**src/rtl/control_out_capture_pkg.sv**
```systemverilog
// Shared types and layout helpers for the LC-3 control-vector capture engine.
package control_out_capture_pkg;

  typedef enum logic {
    CAP_ALL    = 1'b0,
    CAP_CHANGE = 1'b1
  } capture_mode_e;

  localparam int DROP_CNT_W = 16;

  // Entry layout is {sample, timestamp, gap}.
  function automatic int entry_w(input int width, input int ts_width);
    return width + ts_width + 1;
  endfunction

endpackage

```
**src/rtl/capture_fifo.sv**
```systemverilog
// Synchronous first-word-fall-through FIFO; accepts a push when full if a pop
// retires the head in the same cycle.
module capture_fifo #(
  parameter int W     = 29,
  parameter int DEPTH = 8
) (
  input  logic                     clk_i,
  input  logic                     rst_i,
  input  logic                     push_i,
  input  logic                     pop_i,
  input  logic [W-1:0]             wdata_i,
  output logic [W-1:0]             rdata_o,
  output logic                     empty_o,
  output logic                     full_o,
  output logic [$clog2(DEPTH):0]   level_o
);

  localparam int AW = $clog2(DEPTH);

  logic [AW:0]  wr_ptr_q, wr_ptr_d;
  logic [AW:0]  rd_ptr_q, rd_ptr_d;
  logic [W-1:0] mem_q [DEPTH];
  logic         pop_ok;
  logic         push_ok;

  assign empty_o = (wr_ptr_q == rd_ptr_q);
  assign full_o  = (wr_ptr_q[AW] != rd_ptr_q[AW]) &&
                   (wr_ptr_q[AW-1:0] == rd_ptr_q[AW-1:0]);
  assign level_o = wr_ptr_q - rd_ptr_q;
  assign rdata_o = mem_q[rd_ptr_q[AW-1:0]];

  // When full, the write slot is the head slot; the head is read out before
  // the edge that overwrites it, so push-with-pop is safe.
  assign pop_ok  = pop_i && !empty_o;
  assign push_ok = push_i && (!full_o || pop_ok);

  always_comb begin
    wr_ptr_d = wr_ptr_q;
    rd_ptr_d = rd_ptr_q;
    if (push_ok) wr_ptr_d = wr_ptr_q + 1'b1;
    if (pop_ok)  rd_ptr_d = rd_ptr_q + 1'b1;
  end

  always_ff @(posedge clk_i) begin
    if (rst_i) begin
      wr_ptr_q <= '0;
      rd_ptr_q <= '0;
      // NOTE: storage is cleared so the stale head reads as zero after reset.
      for (int i = 0; i < DEPTH; i++) mem_q[i] <= '0;
    end else begin
      wr_ptr_q <= wr_ptr_d;
      rd_ptr_q <= rd_ptr_d;
      if (push_ok) mem_q[wr_ptr_q[AW-1:0]] <= wdata_i;
    end
  end

endmodule

```
**src/rtl/control_out_capture.sv**
```systemverilog
// Timestamped capture of the LC-3 controller output vector into a FWFT FIFO,
// with change-only filtering, in-band gap marking and saturating drop count.
module control_out_capture
  import control_out_capture_pkg::*;
#(
  parameter int WIDTH    = 12,
  parameter int DEPTH    = 8,
  parameter int TS_WIDTH = 16
) (
  input  logic                      clock,
  input  logic                      reset,
  input  logic                      enable,
  input  logic                      mode,
  input  logic [WIDTH-1:0]          sample_in,
  output logic                      out_valid,
  input  logic                      out_ready,
  output logic [WIDTH-1:0]          out_data,
  output logic [TS_WIDTH-1:0]       out_ts,
  output logic                      out_gap,
  output logic [$clog2(DEPTH):0]    level,
  output logic [DROP_CNT_W-1:0]     drop_count
);

  localparam int ENTRY_W = entry_w(WIDTH, TS_WIDTH);

  logic [TS_WIDTH-1:0]   ts_q, ts_d;
  logic [WIDTH-1:0]      last_q, last_d;
  logic                  first_q, first_d;
  logic                  gap_q, gap_d;
  logic [DROP_CNT_W-1:0] drop_q, drop_d;

  logic                  capture;
  logic                  pop;
  logic                  drop;
  logic                  fifo_empty;
  logic                  fifo_full;
  logic [ENTRY_W-1:0]    wdata;
  logic [ENTRY_W-1:0]    rdata;

  assign pop     = out_valid && out_ready;
  assign capture = enable && ((capture_mode_e'(mode) == CAP_ALL) || first_q ||
                              (sample_in != last_q));
  assign drop    = capture && fifo_full && !pop;
  assign wdata   = {sample_in, ts_q, gap_q};

  always_comb begin
    // NOTE: every next-state value gets a default first so no latch is inferred.
    ts_d    = ts_q + 1'b1;
    last_d  = last_q;
    first_d = !enable;
    gap_d   = gap_q;
    drop_d  = drop_q;
    if (enable) last_d = sample_in;
    if (drop) begin
      gap_d = 1'b1;
      if (drop_q != '1) drop_d = drop_q + 1'b1;
    end else if (capture) begin
      gap_d = 1'b0;
    end
  end

  always_ff @(posedge clock) begin
    if (reset) begin
      ts_q    <= '0;
      last_q  <= '0;
      first_q <= 1'b1;
      gap_q   <= 1'b0;
      drop_q  <= '0;
    end else begin
      // NOTE: sequential state is updated with non-blocking assignments only.
      ts_q    <= ts_d;
      last_q  <= last_d;
      first_q <= first_d;
      gap_q   <= gap_d;
      drop_q  <= drop_d;
    end
  end

  capture_fifo #(
    .W     (ENTRY_W),
    .DEPTH (DEPTH)
  ) u_fifo (
    .clk_i   (clock),
    .rst_i   (reset),
    .push_i  (capture),
    .pop_i   (pop),
    .wdata_i (wdata),
    .rdata_o (rdata),
    .empty_o (fifo_empty),
    .full_o  (fifo_full),
    .level_o (level)
  );

  assign out_valid  = !fifo_empty;
  assign out_data   = rdata[ENTRY_W-1 -: WIDTH];
  assign out_ts     = rdata[TS_WIDTH:1];
  assign out_gap    = rdata[0];
  assign drop_count = drop_q;

endmodule
```
**config.mk**
```make
export PLATFORM = sky130hd
export DESIGN_NAME = control_out_capture
export DESIGN_NICKNAME = d
export VERILOG_FILES = /design/src/rtl/control_out_capture_pkg.sv /design/src/rtl/capture_fifo.sv /design/src/rtl/control_out_capture.sv
export SDC_FILE = /design/constraint.sdc
export NUM_CORES = 1
export LEC_CHECK = 0
export CORE_MARGIN = 3
export CORE_UTILIZATION = 49
export CTS_CLUSTER_DIAMETER = 30
export DETAILED_ROUTE_END_ITERATION = 7
export DONT_BUFFER_PORTS = 1
export GPL_TIMING_DRIVEN = 0
export SKIP_LAST_GASP = 1
export SLEW_MARGIN = 0
export SYNTH_ARGS = -nofsm -noshare
export SYNTH_HDL_FRONTEND = slang
export SYNTH_HIERARCHICAL = 1
export SYNTH_SLANG_ARGS = --single-unit
```
**constraint.sdc**
```tcl
create_clock -name clock -period 15.35 [get_ports clock]
set_input_delay 3.8375 -clock clock [delete_from_list [all_inputs] [get_ports clock]]
set_output_delay 3.8375 -clock clock [all_outputs]
set_load 0.01 [all_outputs]
```
---- Yosys cells after proc, flatten, opt, wreduce, memory -nomap -nowiden ----
Memory sizes are Yosys's and may differ from the RTL's. A register that Yosys moved wholly into a read port is not among the register bits.
Index checks and enable logic that the tools add are counted.
storage, ports and cells
  register bits after elaboration ......... 54
  memory bits (writable) .................. 232
  memories ................................ 1
cells by class
  $add $sub $neg .......................... 5
  eq/ne operators ......................... 5
  mux-type cells .......................... 12
  bitwise gates (word level) .............. 1
  reduce and logical (&&, ||, !) cells .... 17
memory list
  memory        depth  bits a word  read ports  clocked after memory_dff  write ports  RTL line            text
  u_fifo.mem_q  8      29           1           1                         8            capture_fifo.sv:22  logic [W-1:0] mem_q [DEPTH];
operator list
  kind                     number
  $add A16 B1 Y16 const B  2
  $mux W29                 1
  $reduce_or A29 Y1        1
  $ne A16 B16 Y1 const B   1
  $ne A12 B12 Y1           1
  $mux W3                  3
  $add A4 B1 Y4 const B    2
  $mux W1                  8
  $logic_and A1 B1 Y1      7
  $eq A4 B4 Y1             1
  $logic_not A1 Y1         4
  $sub A4 B4 Y4            1
  $eq A3 B3 Y1             1
  $logic_or A1 B1 Y1       3
  $reduce_and A2 Y1        1
  $reduce_bool A2 Y1       1
  $ne A1 B1 Y1             1
  $not A1 Y1               1

---- Logic depth before layout (Yosys ltp) ----
  word-level depth ........................ 11
  gate-level depth with buffers ........... 12
  depth with buffers taken out ............ 9

---- Hierarchy ----
The synthesis kept the hierarchy.
modules (own cells, without submodules)
  module               instances  cells each  area an instance (sq um)  seq. area each (sq um)
  capture_fifo         1          713         10600.2                   7186.9
  control_out_capture  1          242         2135.8                    920.9

---- Least setup slack after synthesis ----
No wires, ideal clock.
  path kind ............................... input-to-reg
  from .................................... in sample_in[4]
  to ...................................... mem u_fifo.mem_q[4][0] (enable)
  library setup time ...................... 0.460 ns
  data arrival time ....................... 7.232 ns
  slack ................................... 7.658 ns
  stages on the path ...................... 9
  buffers on the path ..................... 3
  path through ............................ xnor2_1 > nand4_1 > nor4_2 > clkbuf_1 > nor2_1 > clkbuf_1 > clkbuf_1 > nand3_1 > o31ai_1
RTL lines
  item         RTL line                   text
  from (decl)  control_out_capture.sv:14  input logic [WIDTH-1:0] sample_in,
  to (decl)    capture_fifo.sv:22

==> metrics <==
Setup Skew 0.0193 ns; fin crit share 0.440; ys async rst share 0; initial antenna violation count 0; CP arrival around 2.9 ns; Max Root-Sink Buffers 3; Worst setup EP type primary output; final hold violation count 0; hold_buf cts 0; Post-CTS Setup Bufs 0; worst-margin pin slew 1.06 ns; top area cells in the synthesized netlist edfxtp_1 55%, mux4_2 10%, dfxtp_1 9.0%; post-route cell area between 15000 and 20000 sq um; largest net degree at the start of global routing 23; ANT nets after route 0; Worst Setup Start Kind flip-flop; vias 7880; Critical Path RT 11.51 ns; Inserted Diodes 0; RR Startpoint u_fifo/wr_ptr_q[0]$_SDFFE_PP0P_; worst min-delay path class flip-flop to flip-flop; IO Port Bufs 0; placed cell areas 13400 sq um; Final Setup Violations 0; number of synthesized register bits a little under 300; std cell rows a little under 60; PwrDens 152 nW/um^2; Cells after Synth 955; RSZ-0062 raised after global routing no; Critical Path End out_ts[11]; DRT Pass-1 Iters 5; DR vias/cell 5.62; Final #Nets 1050; later-pin clock latency in the skew report about 0.56 ns; Reg2Reg Depth 12; Met1 Routed Length 13000 um; Synth Warn # 6; Post-Syn Area 12700 sq um; outcome finished, final reports clean; Peak VDD IR 0.0000871 V; CTS tree yes; # fillers 1984; Setup TNS 0 ns; first-pass GRT wire length 48000 um; iteration-0 DRC count of the detailed router around 650; R2R setup slack 11.05 ns; clk sinks 289; Synth area leader edfxtp_1; DRC viols 0; max cap viols 0; top-area cell type share of the netlist area 0.547; LEAKAGE 5.41 nW; Syn Nets 980; final WL 31000 um; Clock Root Buffer clkbuf_16; vias in the first global route 8060; P&R area growth vs syn 21.9%; Inserted Clock Buffers 57; Design Power 2.35 mW; relative slew slack 0.293; highest metal used met4; EDFF count, synth 232; main flop type after synthesis edfxtp_1; H-Tree Depth 2; Min Hold Slack 0.460 ns; post-layout minimum cycle time 6.76 ns; Synth cell types 46; met2 routed WL 15200 um; Ports 67; metal3 WL 2400 um; Die Y 167 um; clock slew at reported path FFs 0.05 ns; Avg WL per Cell 22.1 um; Max Freq 148 MHz; PostCTS Resize Cnt 0; RR Endpoint u_fifo/mem_q[0][24]$_SDFFCE_PN0P_; CP Class flip-flop to primary output; crit-path max FO 10; Max Slew Vio Count 0; die width 167 um; Detail Placement HPWL 20200 um; global placement routability congestion 0.803; grt ovf 0; layout cells sized above 1 0.241; Core Region 25400 sq um; gr usage total 0.224; Initial Util 0.501; Die Footprint 28000 sq um; sequential fraction of the synthesis area 0.637; Synth Area per Inst 13.3 sq um
[synthesized netlist by cell type, types with 2 or more instances]
cell type and count:
and3_1 5, clkbuf_1 19, ha_1 7, mux4_2 58, mux2i_1 13, xnor2_1 19
or4_1 5, a21oi_1 17, nor4_1 2, inv_1 11, buf_4 12, and4_1 2
buf_6 6, nor3_1 6, nand4_2 2, or3_1 8, nand2_1 47, nor2_1 279
buf_2 14, nor2b_1 6, nand4_1 13, nand3b_1 2, mux2_2 33, nand3_1 15
dfxtp_1 57, xor2_1 12, nand3_2 5, edfxtp_1 232, o21ai_0 16, buf_1 6
o31ai_1 10, nand2b_1 2
[power by group]
group          leakage, nW  internal [mW]  switching [mW]
logic                 1.51         0.0613          0.0906
clock network         1.03          0.908           0.404
registers             2.88          0.880         0.00992
[stage by stage]
stage	std cells	setup WS, ns	utilization
6_report	1402	8.59	0.611
5_1_grt	1402	8.48	0.611
4_1_cts	1402	8.51	0.611
3_5_place_dp	1296	8.37	0.529
3_3_place_gp	1285	4.88	0.518
2_1_floorplan	955	7.66	-
[routing by layer]
layer / track usage / vias up
met5: 0 / -
met1: 0.310 / 3905
met3: 0.0460 / 32
li1: - / 3630
met4: 0.0551 / 0
met2: 0.368 / 313
[area by class of cell]
type / instances / area (sq um) / area share
timing repair buffer: 11 / 203 / 0.0131
clock inverter: 38 / 531 / 0.0342
tap: 330 / 413 / 0.0266
clock buffer: 68 / 1560 / 0.100
buffer: 57 / 322 / 0.0207
multi-input combinational: 598 / 4350 / 0.280
sequential: 289 / 8110 / 0.522
inverter: 11 / 41.3 / 0.00266
[flip-flops by register name, indices dropped and copies added (netlist names), named ones only]
register and cells:
u_fifo/rd_ptr_q 4, ts_q 16, drop_count 16, gap_q 1, u_fifo/wr_ptr_q 4, first_q 1, last_q 12, u_fifo/mem_q 232
[cell families after synthesis]
group / synth area share
adder cells (fa/ha/maj): 0.00845
XOR/XNOR: 0.0226
flip-flops: 0.637
AND/OR/NAND/NOR: 0.140
multiplexers: 0.143
AO/OA/AOI/OAI: 0.0206
buffers and inverters: 0.0285
[worst min path at each step]
| stage | from | end | slack (ns) | cells past startpoint |
|---|---|---|---|---|
| 2_1_floorplan | ts_q[0]$_SDFF_PP0_ | ts_q[0]$_SDFF_PP0_ | 0.43 | 1 |
| 3_3_place_gp | ts_q[0]$_SDFF_PP0_ | ts_q[0]$_SDFF_PP0_ | 0.44 | 1 |
| 3_5_place_dp | ts_q[0]$_SDFF_PP0_ | ts_q[0]$_SDFF_PP0_ | 0.45 | 1 |
| 4_1_cts | ts_q[0]$_SDFF_PP0_ | ts_q[0]$_SDFF_PP0_ | 0.46 | 1 |
| 5_1_grt | ts_q[0]$_SDFF_PP0_ | ts_q[0]$_SDFF_PP0_ | 0.50 | 1 |
| 6_report | ts_q[0]$_SDFF_PP0_ | ts_q[0]$_SDFF_PP0_ | 0.46 | 1 |
[cells in the final DEF, fill, tap and decap left out, types with 3 or more instances in the layout]
master and count:
a21oi_1 17, and3_1 5, buf_1 6, buf_12 5, buf_2 14, buf_4 12
buf_6 6, buf_8 5, bufinv_16 11, clkbuf_1 23, clkbuf_16 59, clkbuf_8 5
clkinv_2 13, clkinv_4 5, clkinvlp_4 3, dfxtp_1 57, edfxtp_1 232, ha_1 7
inv_1 11, mux2_2 33, mux2i_1 13, mux4_2 58, nand2_1 46, nand3_1 15
nand3_2 5, nand4_1 13, nor2_1 279, nor2b_1 6, nor3_1 6, o21ai_0 12
o21ai_4 4, o31ai_1 7, o31ai_4 3, or3_1 8, or4_1 5, xnor2_1 19
xor2_1 12
[critical path: stages, from the launching register on]
cell     delay (ns)
dfxtp_1        0.40
buf_1          0.57
buf_1          0.64
mux4_2         0.43
mux2_2         0.31
Note: power is estimated with default switching activity, not from simulation.
